<file path="config.mk">
export PLATFORM = sky130hd
export DESIGN_NAME = pending_encoder_4to2
export DESIGN_NICKNAME = d
export VERILOG_FILES = /design/src/rtl/pending_encoder_4to2.sv
export SDC_FILE = /design/constraint.sdc
export NUM_CORES = 1
export LEC_CHECK = 0
export ABC_AREA = 1
export CORE_AREA = 2 2 39 41
export CTS_CLUSTER_DIAMETER = 60
export CTS_CLUSTER_SIZE = 16
export DETAILED_ROUTE_END_ITERATION = 16
export DIE_AREA = 0 0 41 43
export HOLD_SLACK_MARGIN = 0.12
export PLACE_DENSITY_LB_ADDON = 0.2
export SETUP_SLACK_MARGIN = 0.2
export SLEW_MARGIN = 20
export SYNTH_ARGS = -nofsm -noshare
export SYNTH_HDL_FRONTEND = slang
export SYNTH_SLANG_ARGS = --single-unit
export TNS_END_PERCENT = 20
</file>
<file path="constraint.sdc">
create_clock -name clk -period 1.55 [get_ports clk]
set_clock_uncertainty 0.2 [all_clocks]
set_input_delay 0.2325 -clock clk [delete_from_list [all_inputs] [get_ports clk]]
set_output_delay 0.2325 -clock clk [all_outputs]
set_load 0.03 [all_outputs]
</file>
<file path="src/rtl/pending_encoder_4to2.sv">
// -----------------------------------------------------------------------------
// pending_encoder_4to2
//
// Purpose:
//    N-line request encoder. One-cycle request pulses on D are collected in a
//    pending register. The index of the highest-numbered pending line is
//    offered on Y with a valid/ready handshake. The offered line is cleared
//    when the consumer accepts it.
//
// Parameters:
//    N     number of request lines (default 4)
//    IDXW  index width, 2**IDXW >= N (default 2)
//
// Ports:
//    clk    in   1     rising-edge clock
//    rst    in   1     synchronous active-high reset
//    E      in   1     capture enable (D ignored when 0)
//    D      in   N     request pulses, bit i requests line i
//    RDY    in   1     consumer ready
//    Y      out  IDXW  offered index (registered)
//    V      out  1     Y valid (registered)
//    PEND   out  N     pending register
//    OVF    out  1     sticky overflow: request hit an already-pending line
//    DROPS  out  8     saturating count of absorbed duplicate requests
//                      (present only when PENDING_ENC_DROP_CNT_EN is defined)
//
// Optional feature macro: PENDING_ENC_DROP_CNT_EN
// -----------------------------------------------------------------------------
module pending_encoder_4to2 #(
   parameter int N    = 4,
   parameter int IDXW = 2
) (
   input  logic            clk,
   input  logic            rst,
   input  logic            E,
   input  logic [N-1:0]    D,
   input  logic            RDY,
   output logic [IDXW-1:0] Y,
   output logic            V,
   output logic [N-1:0]    PEND,
   output logic            OVF
`ifdef PENDING_ENC_DROP_CNT_EN
   ,
   output logic [7:0]      DROPS
`endif
);

   typedef enum logic [0:0] {
      ST_IDLE  = 1'b0,
      ST_OFFER = 1'b1
   } state_t;

   state_t          r_state;
   state_t          w_state_next;
   logic [N-1:0]    r_pend;
   logic [N-1:0]    w_pend_next;
   logic [N-1:0]    w_set;
   logic [N-1:0]    w_clr;
   logic [N-1:0]    w_ovf_vec;
   logic [IDXW-1:0] r_y;
   logic [IDXW-1:0] w_y_next;
   logic            r_v;
   logic            w_v_next;
   logic            r_ovf;
   logic            w_ovf_next;

   // Index of the most significant set bit; 0 when nothing is set.
   function automatic logic [IDXW-1:0] prio(input logic [N-1:0] x);
      logic [IDXW-1:0] idx;
      idx = {IDXW{1'b0}};
      for (int i = 0; i < N; i++) begin
         idx = x[i] ? IDXW'(i) : idx;
      end
      return idx;
   endfunction

   // One-hot expansion of an index into an N-bit line mask.
   function automatic logic [N-1:0] onehot(input logic [IDXW-1:0] idx);
      logic [N-1:0] oh;
      for (int i = 0; i < N; i++) begin
         oh[i] = (idx == IDXW'(i));
      end
      return oh;
   endfunction

   // Capture, handshake clear and overflow detection.
   always_comb begin
      w_set = D & {N{E}};
      if (r_v && RDY) begin
         w_clr = onehot(r_y);
      end else begin
         w_clr = {N{1'b0}};
      end
      // A set on the same cycle as its clear re-arms the line: set wins.
      w_pend_next = (r_pend & ~w_clr) | w_set;
      // Only a set onto a line that stays pending is a lost duplicate.
      w_ovf_vec   = w_set & r_pend & ~w_clr;
      w_ovf_next  = r_ovf | (|w_ovf_vec);
   end

   // Next-state and next-offer logic.
   always_comb begin
      w_state_next = r_state;
      w_y_next     = r_y;
      w_v_next     = r_v;
      case (r_state)
         ST_IDLE: begin
            if (w_pend_next != {N{1'b0}}) begin
               w_state_next = ST_OFFER;
               w_y_next     = prio(w_pend_next);
               w_v_next     = 1'b1;
            end else begin
               w_state_next = ST_IDLE;
               w_v_next     = 1'b0;
            end
         end
         ST_OFFER: begin
            if (!RDY) begin
               // Offer is frozen under backpressure, even against a
               // newly arrived higher-priority line.
               w_state_next = ST_OFFER;
               w_v_next     = 1'b1;
            end else if (w_pend_next != {N{1'b0}}) begin
               w_state_next = ST_OFFER;
               w_y_next     = prio(w_pend_next);
               w_v_next     = 1'b1;
            end else begin
               w_state_next = ST_IDLE;
               w_v_next     = 1'b0;
            end
         end
         default: begin
            w_state_next = ST_IDLE;
            w_v_next     = 1'b0;
         end
      endcase
   end

   // State, offer, pending and overflow registers.
   always_ff @(posedge clk) begin
      if (rst) begin
         r_state <= ST_IDLE;
         r_pend  <= {N{1'b0}};
         r_y     <= {IDXW{1'b0}};
         r_v     <= 1'b0;
         r_ovf   <= 1'b0;
      end else begin
         r_state <= w_state_next;
         r_pend  <= w_pend_next;
         r_y     <= w_y_next;
         r_v     <= w_v_next;
         r_ovf   <= w_ovf_next;
      end
   end

   assign Y    = r_y;
   assign V    = r_v;
   assign PEND = r_pend;
   assign OVF  = r_ovf;

`ifdef PENDING_ENC_DROP_CNT_EN
   logic [7:0]  r_drops;
   logic [7:0]  w_drops_next;
   logic [16:0] w_drops_sum;

   // Number of set bits in a line mask.
   function automatic logic [15:0] popcount(input logic [N-1:0] x);
      logic [15:0] cnt;
      cnt = 16'd0;
      for (int i = 0; i < N; i++) begin
         cnt = cnt + {15'd0, x[i]};
      end
      return cnt;
   endfunction

   // Saturating accumulation of absorbed duplicates.
   always_comb begin
      w_drops_sum = {9'd0, r_drops} + {1'b0, popcount(w_ovf_vec)};
      if (w_drops_sum > 17'd255) begin
         w_drops_next = 8'd255;
      end else begin
         w_drops_next = w_drops_sum[7:0];
      end
   end

   // Drop counter register.
   always_ff @(posedge clk) begin
      if (rst) begin
         r_drops <= 8'd0;
      end else begin
         r_drops <= w_drops_next;
      end
   end

   assign DROPS = r_drops;
`endif

endmodule

</file>
# After elaboration in Yosys (flattened, before gate mapping)
# Index checks and enable logic that the tools add are counted.
# W data, S select, Z words.
dict set report op_classes {
  n_addsub 0
  n_mul 0
  n_div 0
  magnitude_cmp 0
  n_eq_ne 4
  n_shift 0
  mux 10
  n_bitwise 8
  reduce_logical 4
}
# operator count
set op_table {}
lappend op_table {{$and A4 B4 Y4} 4}
lappend op_table {{$mux W2} 4}
lappend op_table {{$eq A2 B2 Y1 const B} 2}
lappend op_table {{$mux W4} 1}
lappend op_table {{$not A4 Y4} 1}
lappend op_table {{$or A4 B4 Y4} 1}
lappend op_table {{$pmux W2 S2} 1}
lappend op_table {{$reduce_bool A4 Y1} 1}
lappend op_table {{$reduce_or A4 Y1} 1}
lappend op_table {{$mux W1} 3}
lappend op_table {{$eq A2 B1 Y1 const B} 1}
lappend op_table {{$logic_not A2 Y1} 1}
lappend op_table {{$ne A2 B2 Y1 const B} 1}
lappend op_table {{$pmux W1 S2} 1}
lappend op_table {{$logic_and A1 B1 Y1} 1}
lappend op_table {{$not A1 Y1} 1}
lappend op_table {{$or A1 B1 Y1} 1}
dict set report word_totals {
  ff_bits 8
  latch_bits 0
  ram_bits 0
  mem_bits_ro 0
  output_inout_bits 8
  word_cells 30
  n_memories 0
}

# Logic depth before layout (Yosys ltp)
# Gate-level depths: netlist (run 1).
dict set report depth {
  word_depth 11
  ltp_mapped 11
  depth_no_buf 11
}

# Worst setup path before layout (run 1)
# No wires, ideal clock.
dict set report synth_timing {
  kind {register to register}
  from {register r_v (netlist: V)}
  to {register r_y[0] (netlist: Y[0])}
  t_arrival_ps 1246
  required_time_ps 1237
  path_slack_ps -9
  stages_incl_launch_ff 12
  path_buffers 0
  period_less_slack_ps 1559
  path_cell_list {dfxtp_1 -> nand2_2 -> inv_2 -> nand2_1 -> nand2_1 -> nand2_1 -> nor2_2 -> nand2_2 -> nand2_2 -> nand2_1 -> nand2_1 -> nor2_1}
}
dict set report synth_between {
  elab_chain_len 11
  elab_cells_between_ends 14
}
# item line
set synth_lines {}
lappend synth_lines {{from (decl)} 62} ;# logic r_v;
lappend synth_lines {{from (signal assigned)} 151} ;# r_v <= w_v_next;
lappend synth_lines {{$logic_and A1 B1 Y1} 89} ;# if (r_v && RDY) begin
lappend synth_lines {{$mux W4} 89}
lappend synth_lines {{$not A4 Y4} 95} ;# w_pend_next = (r_pend & ~w_clr) | w_set;
lappend synth_lines {{$and A4 B4 Y4} 95}
lappend synth_lines {{$or A4 B4 Y4} 95}
lappend synth_lines {{$mux W1} 72} ;# idx = x[i] ? IDXW'(i) : idx;
lappend synth_lines {{$mux W2 (2 in a row)} 72}
lappend synth_lines {{$mux W2} {108, 123}}
lappend synth_lines {{$mux W2} 118} ;# if (!RDY) begin
lappend synth_lines {{$pmux W2 S2} 106} ;# case (r_state)
lappend synth_lines {{to (signal assigned)} 144} ;# r_y <= {IDXW{1'b0}};
lappend synth_lines {{to (signal assigned)} 150} ;# r_y <= w_y_next;
lappend synth_lines {{to (decl)} 60} ;# logic [IDXW-1:0] r_y;
# Parallel ways exist; a longest one is shown, timed or not. The select of a mux whose other input is x is not followed.
# A chain may end at the register's enable or synchronous reset.

# Worst setup path after layout (run 1)
dict set report layout_timing {
  from {register r_pend[2] (netlist: PEND[2])}
  to {output PEND[2]}
}
# item line
set layout_rtl {}
lappend layout_rtl {{from (decl)} 55} ;# logic [N-1:0] r_pend;
lappend layout_rtl {{from (signal assigned)} 143} ;# r_pend <= {N{1'b0}};
lappend layout_rtl {{from (signal assigned)} 149} ;# r_pend <= w_pend_next;
lappend layout_rtl {{to (decl)} 40} ;# output logic [N-1:0] PEND,
# No word-level cell between the ends.

==> results.cfg, run 1 <==
[power]
power_switching_uw = 219.3
seqPwrFrac = 0.384
cellLeakagePower_nw = 0.3296
internal-power_uw = 416.6
swShare = 0.3448
share_comb_of_total_power = 0.323
ir_drop_mv = 0.4273
power.density_mw_per_mm2 = 899.6
clkPwrFrac = 0.292

[worst_setup_path]
critical_path_class = reg -> out
critPathSlowestCell = clkdlybuf4s15_1
crit_fanout = 2
ff2ff_setup_slack_ps = 140
timing.critical_path.max_delay_family = buffers and inverters
cp_cell_sequence = clkdlybuf4s15_1
worst_r2r_endpoint = Y[0]
cp.required_ps = 1120
r2r-start = Y[0]
cp-start-kind = register
endpoint_kind = output pin
worstPathArrival_ps = 1010
crit_buf_inv = 1
r2r.worst_path.cells = 10
cpPeakStageDelay_ps = 380

[route]
drc = 0
ant_nets = 0
vias = 445
drt-total-wl_um = 969
drtPass1Iterations = 4
vias_per_cell = 4.363
drt-initial-drc-count = 5
wl_per_cell_um = 9.500

[outcome]
status = finished, final reports clean

[clock_network]
holdBufCountCts = 0
cts.sinks = 8
worst_skew_pair.late_latency_ps = 260
cts_max_level = 1
cts_tree = built
cts_buffer_depth = 2
cts_buffers = 3
path_clk_slew_ps = 60
cts-root-buf = clkbuf_4

[cells_and_area]
layout-drive-gt1-share = 0.4186
fill_cells = 136
multi_input_area_sq_um = 244.0
nets = 95
num_antenna_cells = 0
final_util = 0.5109
final_cell_area_sq_um = 706.9
seq_area_sq_um = 171.4
layoutNonFillerInstCount = 102
area_growth_syn_to_layout_pct = 77.12

[yosys]
ys_ff_latch = 8
syn_avg_cell_area_sq_um = 6.882
synth-seq-area-share = 0.4013
synth_top_family_by_area = simple AND/OR/NAND/NOR gates
synthSimpleGateAreaFrac = 0.3762
synthAdderAreaFrac = 0
synth.area.mux_share = 0
synth_warnings = 0
yosysUniqueCellTypes = 15
syn-cell-area_sq_um = 399.1
synth_compound_area_frac = 0.1473
synthCells = 58
syn-num-nets = 66
synthXorXnorAreaFrac = 0

[floorplan]
die_w_um = 41
io_pins = 16
rows = 14
core_sq_mm = 0.001384
dieArea_sq_mm = 0.001763
fp.dieH_um = 43
start_util = 0.2884

[place]
place.port_buffers = 15
placedCellCount = 97
place_congestion = 0.7317
placed_cell_area_sq_um = 645.6
hpwl_um = 760

[global_route]
grt_pass1_wl_um = 1566
antenna_found_initial = 0
gr-total-overflow = 0
grt_usage = 0.1327
grt_max_degree = 7
grt_pass1_vias = 400

[sta]
hold_violations = 0
grt_setup_unrepaired = yes
setup_viol = 0
min_period_ps = 1441
worstMarginPinSlew_ps = 300.9
fmax_mhz = 694.1
slew_viol_final = 0
fin_crit_sh = 0.9295
fin_tns_setup_ps = 0
max_slew_margin = 0.8002

[hold_path]
worstHoldPathType = reg -> reg
hold_depth = 2
hold_end = OVF
worstHoldStart = OVF

[run]
max_cap_viol_count = 0
[per-layer routing]
layer,routed length [um],vias up,GRT usage
met2,466,13,0.1844
met4,14,0,0.1000
met1,446,193,0.1774
met5,0,-,0
li1,-,237,-
met3,42,2,0.01571
[logic make-up after synthesis]
kind of cell,after synthesis
AOI/OAI and AO/OA,9
DFF,8
and+or+nand+nor,33
buffers and inverters,8
[through the flow]
stage          total power, mW  setup slack, ps  hold slack, ps
2_1_floorplan           0.3546            175.1           85.77
3_3_place_gp            0.4449           -227.0           272.8
3_5_place_dp            0.4462           -241.7           282.4
4_1_cts                 0.6166            132.9           287.5
5_1_grt                 0.6764            26.44           328.5
6_report                0.6359            109.3           283.6
[sequential cells by signal, summed over array words and instances (netlist names)]
register and cells:
PEND 4, V 1, OVF 1, Y 2
[cell type report]
cell class	count	area share
multi-input cells	42	0.3451
repair buffers	24	0.3009
flip-flops and latches	8	0.2425
inverters	8	0.04602
clock buffers	4	0.03717
well taps	16	0.02832
[cells in the mapped netlist (all sizes together)]
master | instances | area (sq um)
nand2 | 22 | 102.6
nor2 | 10 | 42.54
dfxtp | 8 | 160.2
inv | 7 | 26.27
o21ai | 4 | 27.53
a21oi | 3 | 18.77
o22ai | 2 | 12.51
clkinv | 1 | 3.750
nor3 | 1 | 5.000
[power groups by stage]
stage / Combinational (mW) / Sequential [mW] / Clock [mW]
2_1_floorplan: 0.0732 / 0.281 / 0
3_3_place_gp: 0.198 / 0.246 / 0
3_5_place_dp: 0.199 / 0.247 / 0
4_1_cts: 0.190 / 0.242 / 0.185
5_1_grt: 0.225 / 0.248 / 0.204
6_report: 0.206 / 0.245 / 0.186
[layout by cell type, fill, tap and decap left out, drive strengths merged]
cell type and n:
nand2 22, buf 10, nor2 10, dfxtp 8
inv 7, clkdlybuf4s50 6, clkdlybuf4s15 5, clkbuf 4
o21ai 4, dlygate4sd2 3, a21oi 3, o22ai 2
clkinv 1, nor3 1
[repair_timing]
action	CTS	global route
buffers inserted	0	1
pin swaps	1	8
gates resized for setup	21	8
endpoints found under the setup margin	12	11
[worst max-delay path by stage]
| stage | start | end | slack (ps) | cells after the start |
|---|---|---|---|---|
| 2_1_floorplan | Y[0] | Y[0] | 180 | 10 |
| 3_3_place_gp | RDY | Y[0] | -230 | 12 |
| 3_5_place_dp | RDY | Y[0] | -240 | 12 |
| 4_1_cts | PEND[0] | PEND[0] | 130 | 1 |
| 5_1_grt | Y[0] | Y[0] | 30 | 11 |
| 6_report | PEND[2] | PEND[2] | 110 | 1 |
No activity file was read; power rests on OpenSTA's default activity.
==> inputs of run 2 (changes only) <==
- CORE_AREA: 2 2 39 41 -> 5 5 42 44
- DIE_AREA: 0 0 41 43 -> 0 0 47 49
==> run 2 against run 1 <==
  * Register-to-register slack worse by 40 ps
  * Setup slack got worse by 4.9 ps
  * Sequential share of layout area is 0.50 points lower
  * Final cell count rose by 2.0%
  * Clock power decreased by 5%
  * Count of clock-buffer cells in the layout did not move
  * Combinational power rose by 4%
  * Die area grew 31%
  * First-iteration DRC count fell by 20%
  * Critical path type is now reg -> reg
  * Flip-flop and latch count unchanged
  * Via count up 5.6%
  * Fmax is 0.34% lower
==> results.cfg, run 2 (synthesis gave the netlist of run 1 again) <==
[outcome]
status = finished, final reports clean

[run]
max_cap_viol_count = 0

[floorplan]
core_sq_mm = 0.001401
io_pins = 16
dieArea_sq_mm = 0.002303
fp.dieH_um = 49
start_util = 0.2848
die_w_um = 47
rows = 14

[worst_setup_path]
crit_fanout = 6
endpoint_kind = register
cp-start-kind = register
crit_buf_inv = 0
critical_path_class = reg -> reg
timing.critical_path.max_delay_family = simple AND/OR/NAND/NOR gates
cp.required_ps = 1510
cpPeakStageDelay_ps = 390
critPathSlowestCell = dfxtp_4
cp_cell_sequence = nand2_1 -> o21ai_4 -> nand2_2 -> nor2_4 -> nand2_2 -> nand2_2 -> nand2_1 -> nand2_1 -> nor2_1
worstPathArrival_ps = 1410

[power]
swShare = 0.3390
power_switching_uw = 216.0
clkPwrFrac = 0.277
internal-power_uw = 421.1
share_comb_of_total_power = 0.336
power.density_mw_per_mm2 = 882.4
ir_drop_mv = 0.3332
cellLeakagePower_nw = 0.3415
seqPwrFrac = 0.387

[cells_and_area]
num_antenna_cells = 0
layout-drive-gt1-share = 0.4432
layoutNonFillerInstCount = 104
area_growth_syn_to_layout_pct = 80.88
final_cell_mix = nand2_1, buf_4, nor2_1, nand2_2, clkdlybuf4s50_1
final_util = 0.5152
final_cell_area_sq_um = 721.9
fill_cells = 148
layout_commonest_cell = nand2_1
largest_reg_flops = 4
nets = 97

[clock_network]
worst_skew_pair.late_latency_ps = 260
cts_tree = built
cts-root-buf = clkbuf_4
cts.sinks = 8
path_clk_slew_ps = 60
cts_max_level = 1
cts_buffers = 3
cts_buffer_depth = 2

[route]
wl_per_cell_um = 10.61
vias = 470
drt-total-wl_um = 1103
drt-initial-drc-count = 4
ant_nets = 0
drtPass1Iterations = 4
vias_per_cell = 4.519
drc = 0

[place]
place_congestion = 0.7013
placedCellCount = 97
hpwl_um = 841.1
placed_cell_area_sq_um = 645.6
place.port_buffers = 15

[global_route]
grt_pass1_vias = 438
antenna_found_initial = 0
grt_max_degree = 7
grt_usage = 0.1085
grt_pass1_wl_um = 1731
gr-total-overflow = 0

[hold_path]
worstHoldPathType = reg -> reg

[sta]
fmax_mhz = 691.8
hold_violations = 0
worstMarginPinSlew_ps = 300.0
grt_setup_unrepaired = yes
slew_viol_final = 0
holdWs_ps = 276.1
setup_viol = 0
min_period_ps = 1446
fin_crit_sh = 0.9326
max_slew_margin = 0.8008
run 2: worst paths after layout:
check | depth (start not counted) | end | slack, ps | start
setup reg to reg | 9 | Y[0] | 100 | Y[1]
setup / recovery | 9 | Y[0] | 100 | Y[1]
hold reg to reg | 2 | OVF | 280 | OVF
hold / removal | 2 | OVF | 280 | OVF
run 2: per-stage QoR:
stage	setup WS, ps	power, mW	setup TNS, ps
after floorplan	175.1	0.3546	0
after global placement	-229.3	0.4447	-900.6
after detailed placement	-254.4	0.4457	-1046
after CTS	132.2	0.6266	0
after global routing	25.65	0.6771	0
final	104.4	0.6371	0
run 2: area by class of cell:
class | instances | area [sq um] | area share
Clock buffer | 4 | 26.28 | 0.03640
Inverter | 8 | 32.53 | 0.04506
Multi-Input combinational cell | 42 | 249.0 | 0.3449
Sequential cell | 8 | 171.4 | 0.2374
Tap cell | 16 | 20.02 | 0.02773
Timing Repair Buffer | 26 | 222.7 | 0.3085
run 2: metal layers:
| metal | part of all wire | GRT usage | up-vias |
|---|---|---|---|
| met1 | 0.37 | 0.1055 | 209 |
| met4 | 0.036 | 0.1060 | 0 |
| met3 | 0.065 | 0.01845 | 6 |
| met2 | 0.52 | 0.1765 | 14 |
| li1 | - | - | 241 |
| met5 | 0 | 0 | - |
run 2: what timing repair did:
item / CTS / global route
resized for setup: 26 / 8
buffers inserted: 2 / 1
setup endpoints to repair: 12 / 12
pin swaps: 4 / 12
hold buffers: 0 / 0
run 2: power groups by stage:
stage / sequential (mW) / combinational [mW] / clock, mW
2_1_floorplan: 0.281 / 0.0732 / 0
3_3_place_gp: 0.247 / 0.198 / 0
3_5_place_dp: 0.247 / 0.199 / 0
4_1_cts: 0.243 / 0.200 / 0.183
5_1_grt: 0.250 / 0.233 / 0.194
6_report: 0.247 / 0.214 / 0.176
run 2: worst min-delay path, stage by stage, from the launching register on:
cell	delay (ps)
dfxtp_1	320
nor3_1	50
nor2_1	70
==> inputs of run 3 (changes only) <==
- CAP_MARGIN: unset -> 5
- SLEW_MARGIN: 20 -> 30
- TNS_END_PERCENT: 20 -> unset
==> run 3 against run 2 <==
  * Power fell by 1.3%
  * First-iteration DRC count fell by 100%
  * Sequential power barely moved
  * Count of clock-buffer cells in the layout did not move
  * Critical endpoint unchanged
  * Global-route usage fell by 0.75 points
  * Critical path type unchanged
  * Non-clock buffer count fell by 2
  * Largest cell class unchanged
  * Sequential share of layout area rose by 0.90 points
==> results.cfg, run 3 (synthesis gave the netlist of run 1 again) <==
[sta]
slew_viol_final = 0
worstMarginPinSlew_ps = 217.0
grt_setup_unrepaired = yes
fin_crit_sh = 0.9191
fmax_mhz = 701.9
hold_violations = 0
max_slew_margin = 0.8549
setup_viol = 0
holdWs_ps = 281.7
min_period_ps = 1425

[floorplan]
core_sq_mm = 0.001401
dieArea_sq_mm = 0.002303
io_pins = 16
rows = 14
start_util = 0.2848
die_w_um = 47
fp.dieH_um = 49

[route]
drt-total-wl_um = 1018
wl_per_cell_um = 9.980
ant_nets = 0
vias = 442
drtPass1Iterations = 1
vias_per_cell = 4.333
drc = 0
drt-initial-drc-count = 0

[cells_and_area]
nets = 95
area_growth_syn_to_layout_pct = 74.29
num_antenna_cells = 0
layout_commonest_cell = nand2_1
largest_reg_flops = 4
layout-drive-gt1-share = 0.5116
final_cell_mix = nand2_1, buf_4, nand2_2, buf_2

[worst_setup_path]
critical_path_class = reg -> reg
critPathSlowestCell = dfxtp_4
cp-start-kind = register
worst_r2r_endpoint = Y[0]
ff2ff_setup_slack_ps = 130
worstPathArrival_ps = 1380
cp_cell_sequence = inv_4 -> nand2_4 -> o21ai_4 -> nand2_4 -> nor2_4 -> nand2_2 -> nand2_2 -> nand2_1 -> nand2_1 -> nor2_1
r2r.worst_path.cells = 10
r2r-start = Y[0]
endpoint_kind = register
cp.required_ps = 1510
endpoint = Y[0]
cpPeakStageDelay_ps = 370
startpoint = Y[0]
crit_fanout = 4

[global_route]
grt_pass1_wl_um = 1642
antenna_found_initial = 0
grt_usage = 0.1009
gr-total-overflow = 0
grt_pass1_vias = 413
grt_max_degree = 7

[clock_network]
cts_buffers = 3
cts_tree = built
path_clk_slew_ps = 60
cts.sinks = 8
worst_skew_pair.late_latency_ps = 260
cts_max_level = 1
cts_buffer_depth = 2
holdBufCountCts = 0
cts-root-buf = clkbuf_4

[power]
cellLeakagePower_nw = 0.3392
ir_drop_mv = 0.4304
power.density_mw_per_mm2 = 904.1
finalPower_uw = 629.0

[outcome]
status = finished, final reports clean

[place]
place.port_buffers = 15
place_congestion = 0.7158
hpwl_um = 815.1

[run]
max_cap_viol_count = 0

[hold_path]
worstHoldPathType = reg -> reg
==> run 3: cell count changes in the layout (fill, tap and decap cells not counted), sizes merged <==
cell / change
clkdlybuf4s15: -5
clkinv: +1
inv: -1
dlygate4sd2: -1
buf: +3
clkdlybuf4s18: +1
==> run 3: critical path: cells and delay by family, from the launching register on <==
kind | cells | cell delay [ps]
AO/OA/AOI/OAI | 1 | 160
buffers and inverters | 1 | 70
AND/OR/NAND/NOR | 8 | 520
flip-flops | 1 | 370
==> run 3: area by class of cell <==
class / count / area (sq um)
multi-input cells: 42 / 264.0
fillers: 155 / 705.7
inverters: 8 / 32.53
clock buffers: 4 / 26.28
repair buffers: 24 / 181.4
flip-flops and latches: 8 / 171.4
well taps: 16 / 20.02
==> run 3: worst min-delay path by stage <==
stage	start	endpoint	slack (ps)	cells past startpoint
6_report	OVF	OVF	280	2
3_3_place_gp	OVF	OVF	260	2
5_1_grt	PEND[0]	PEND[0]	320	2
3_5_place_dp	OVF	OVF	270	2
2_1_floorplan	rst	Y[1]	90	1
4_1_cts	OVF	OVF	290	2
==> run 3: metrics by stage <==
stage | instances | setup WS, ps | utilization | TNS (ps) | area (sq um)
6_report | 102 | 125.4 | 0.4964 | 0 | 695.7
5_1_grt | 102 | 39.57 | 0.4964 | 0 | 695.7
4_1_cts | 102 | 158.7 | 0.4929 | 0 | 690.7
3_5_place_dp | 97 | -277.8 | 0.4643 | -1068 | 650.6
3_3_place_gp | 97 | -271.7 | 0.4643 | -1017 | 650.6
2_1_floorplan | 58 | 176.9 | - | 0 | 420.4
==> run 3: power by group <==
part | leakage (nW) | switching [mW] | total (mW) | internal, mW
Clock | 0.0150 | 0.0741 | 0.173 | 0.0987
Combinational | 0.256 | 0.117 | 0.206 | 0.0889
Sequential | 0.0680 | 0.0243 | 0.250 | 0.226
==> run 3: repair_timing <==
item                                    4_1_cts  5_1_grt
pin swaps                                     4       10
setup buffers                                 1        0
resized for setup                            38       14
endpoints found under the setup margin       12        8
endpoints found under the hold margin         0        0
==> run 3: layer usage <==
| metal | vias to the layer above | track usage | routed length (um) |
|---|---|---|---|
| li1 | 236 | - | - |
| met1 | 190 | 0.1173 | 428 |
| met2 | 13 | 0.1629 | 505 |
| met3 | 3 | 0.01107 | 65 |
| met4 | 0 | 0.06912 | 19 |
| met5 | - | 0 | 0 |
==> edit: new RTL, flow settings as in run 2 <==
Set the parameter `IDXW` to 3 (it was 2). Comments in the files are not updated.
--- a/src/rtl/pending_encoder_4to2.sv
+++ b/src/rtl/pending_encoder_4to2.sv
@@ -28,7 +28,7 @@
 // -----------------------------------------------------------------------------
 module pending_encoder_4to2 #(
    parameter int N    = 4,
-   parameter int IDXW = 2
+   parameter int IDXW = 3
 ) (
    input  logic            clk,
    input  logic            rst,
Interface: changed (resized Y); port bits go from 16 to 17. The function was not compared with the original's and may differ.
==> edit against run 2 <==
  * Setup slack better by 0.0060 ns
  * Non-clock buffer count unchanged
  * Area after synthesis did not move
  * Sequential cell count did not move
  * Power up 0.38%
  * Via count decreased by 1.5%
  * Cell area fell by 2.4%
  * Routed wire length is 4.2% higher
  * Utilization shrank 1.3 points
  * Synthesized cell count grew 6.9%
==> edit: results (changes against run 2) <==
| Metric | Value |
|---|---|
| Status | `completed (unchanged)` |
| IR drop worst, VDD | `0.000420 V (was 0.000333 V)` |
| Synth top cells by count | `17 x nand2_1, 13 x nor2_1, 8 x dfxtp_1 (was 16 x nand2_1, 8 x dfxtp_1, 8 x nor2_1)` |
| Worst min-delay path category | `in2reg (was reg2reg)` |
| GP Congestion | `0.830 (was 0.701)` |
| Post-DP HPWL | `849 um (was 841 um)` |
| Wire per inst | `10.7 um (was 10.6 um)` |
| Mapped Cells | `62 (was 58)` |
| Number of global-route vias before repair | `412 (was 438)` |
| Ratio of cells with drive above 1 in the final layout | `0.429 (was 0.443)` |
| Leak | `0.000335 uW (was 0.000342 uW)` |
| Maximum fanout along the worst path | `4 (was 6)` |
| Max incr delay on CP | `0.37 ns (was 0.39 ns)` |
| First DRT Iteration DRCs | `6 (was 4)` |
| Routed vias | `463 (was 470)` |
| Vias per cell | `4.33 (was 4.52)` |
| Hold_sp | `RDY (was OVF)` |
| WHS Path Cells | `4 (was 2)` |
| Post-CTS Resized | `25 (was 26)` |
| Worst R2R Start | `Y[0] (was Y[1])` |
| Placed inst area | `656 sq um (was 646 sq um)` |
| Worst slack, placed | `-0.250 ns (was -0.254 ns)` |
| Largest net degree at the start of global routing | `8 (was 7)` |
| Worst Hold End | `V (was OVF)` |
| Register-to-Register Path Depth | `11 (was 9)` |
[edit: report_power, final]
part / switching, uW / total, uW / internal (uW)
logic: 113 / 206 / 92.7
registers: 18.8 / 244 / 225
clock network: 89.9 / 189 / 99.6
total: 222 / 639 / 418
[edit: cell families after synthesis]
family	synth area share
AOI/OAI and AO/OA	0.135
buffers and inverters	0.0941
DFF	0.401
other	0.00940
and+or+nand+nor	0.361
[edit: layer usage]
| layer | global-route usage | vias up | routed length (um) |
|---|---|---|---|
| met3 | 0.0258 | 5 | 70 |
| met1 | 0.136 | 198 | 497 |
| met5 | 0 | - | 0 |
| met2 | 0.147 | 13 | 542 |
| met4 | 0.0829 | 0 | 38 |
| li1 | - | 247 | - |
[edit: cell type report]
type,instances,area (sq um)
Tap cell,16,20.0
Multi-Input combinational cell,45,224
Clock buffer,4,26.3
Sequential cell,8,171
Timing Repair Buffer,26,233
Fill cell,159,697
Inverter,8,30.0
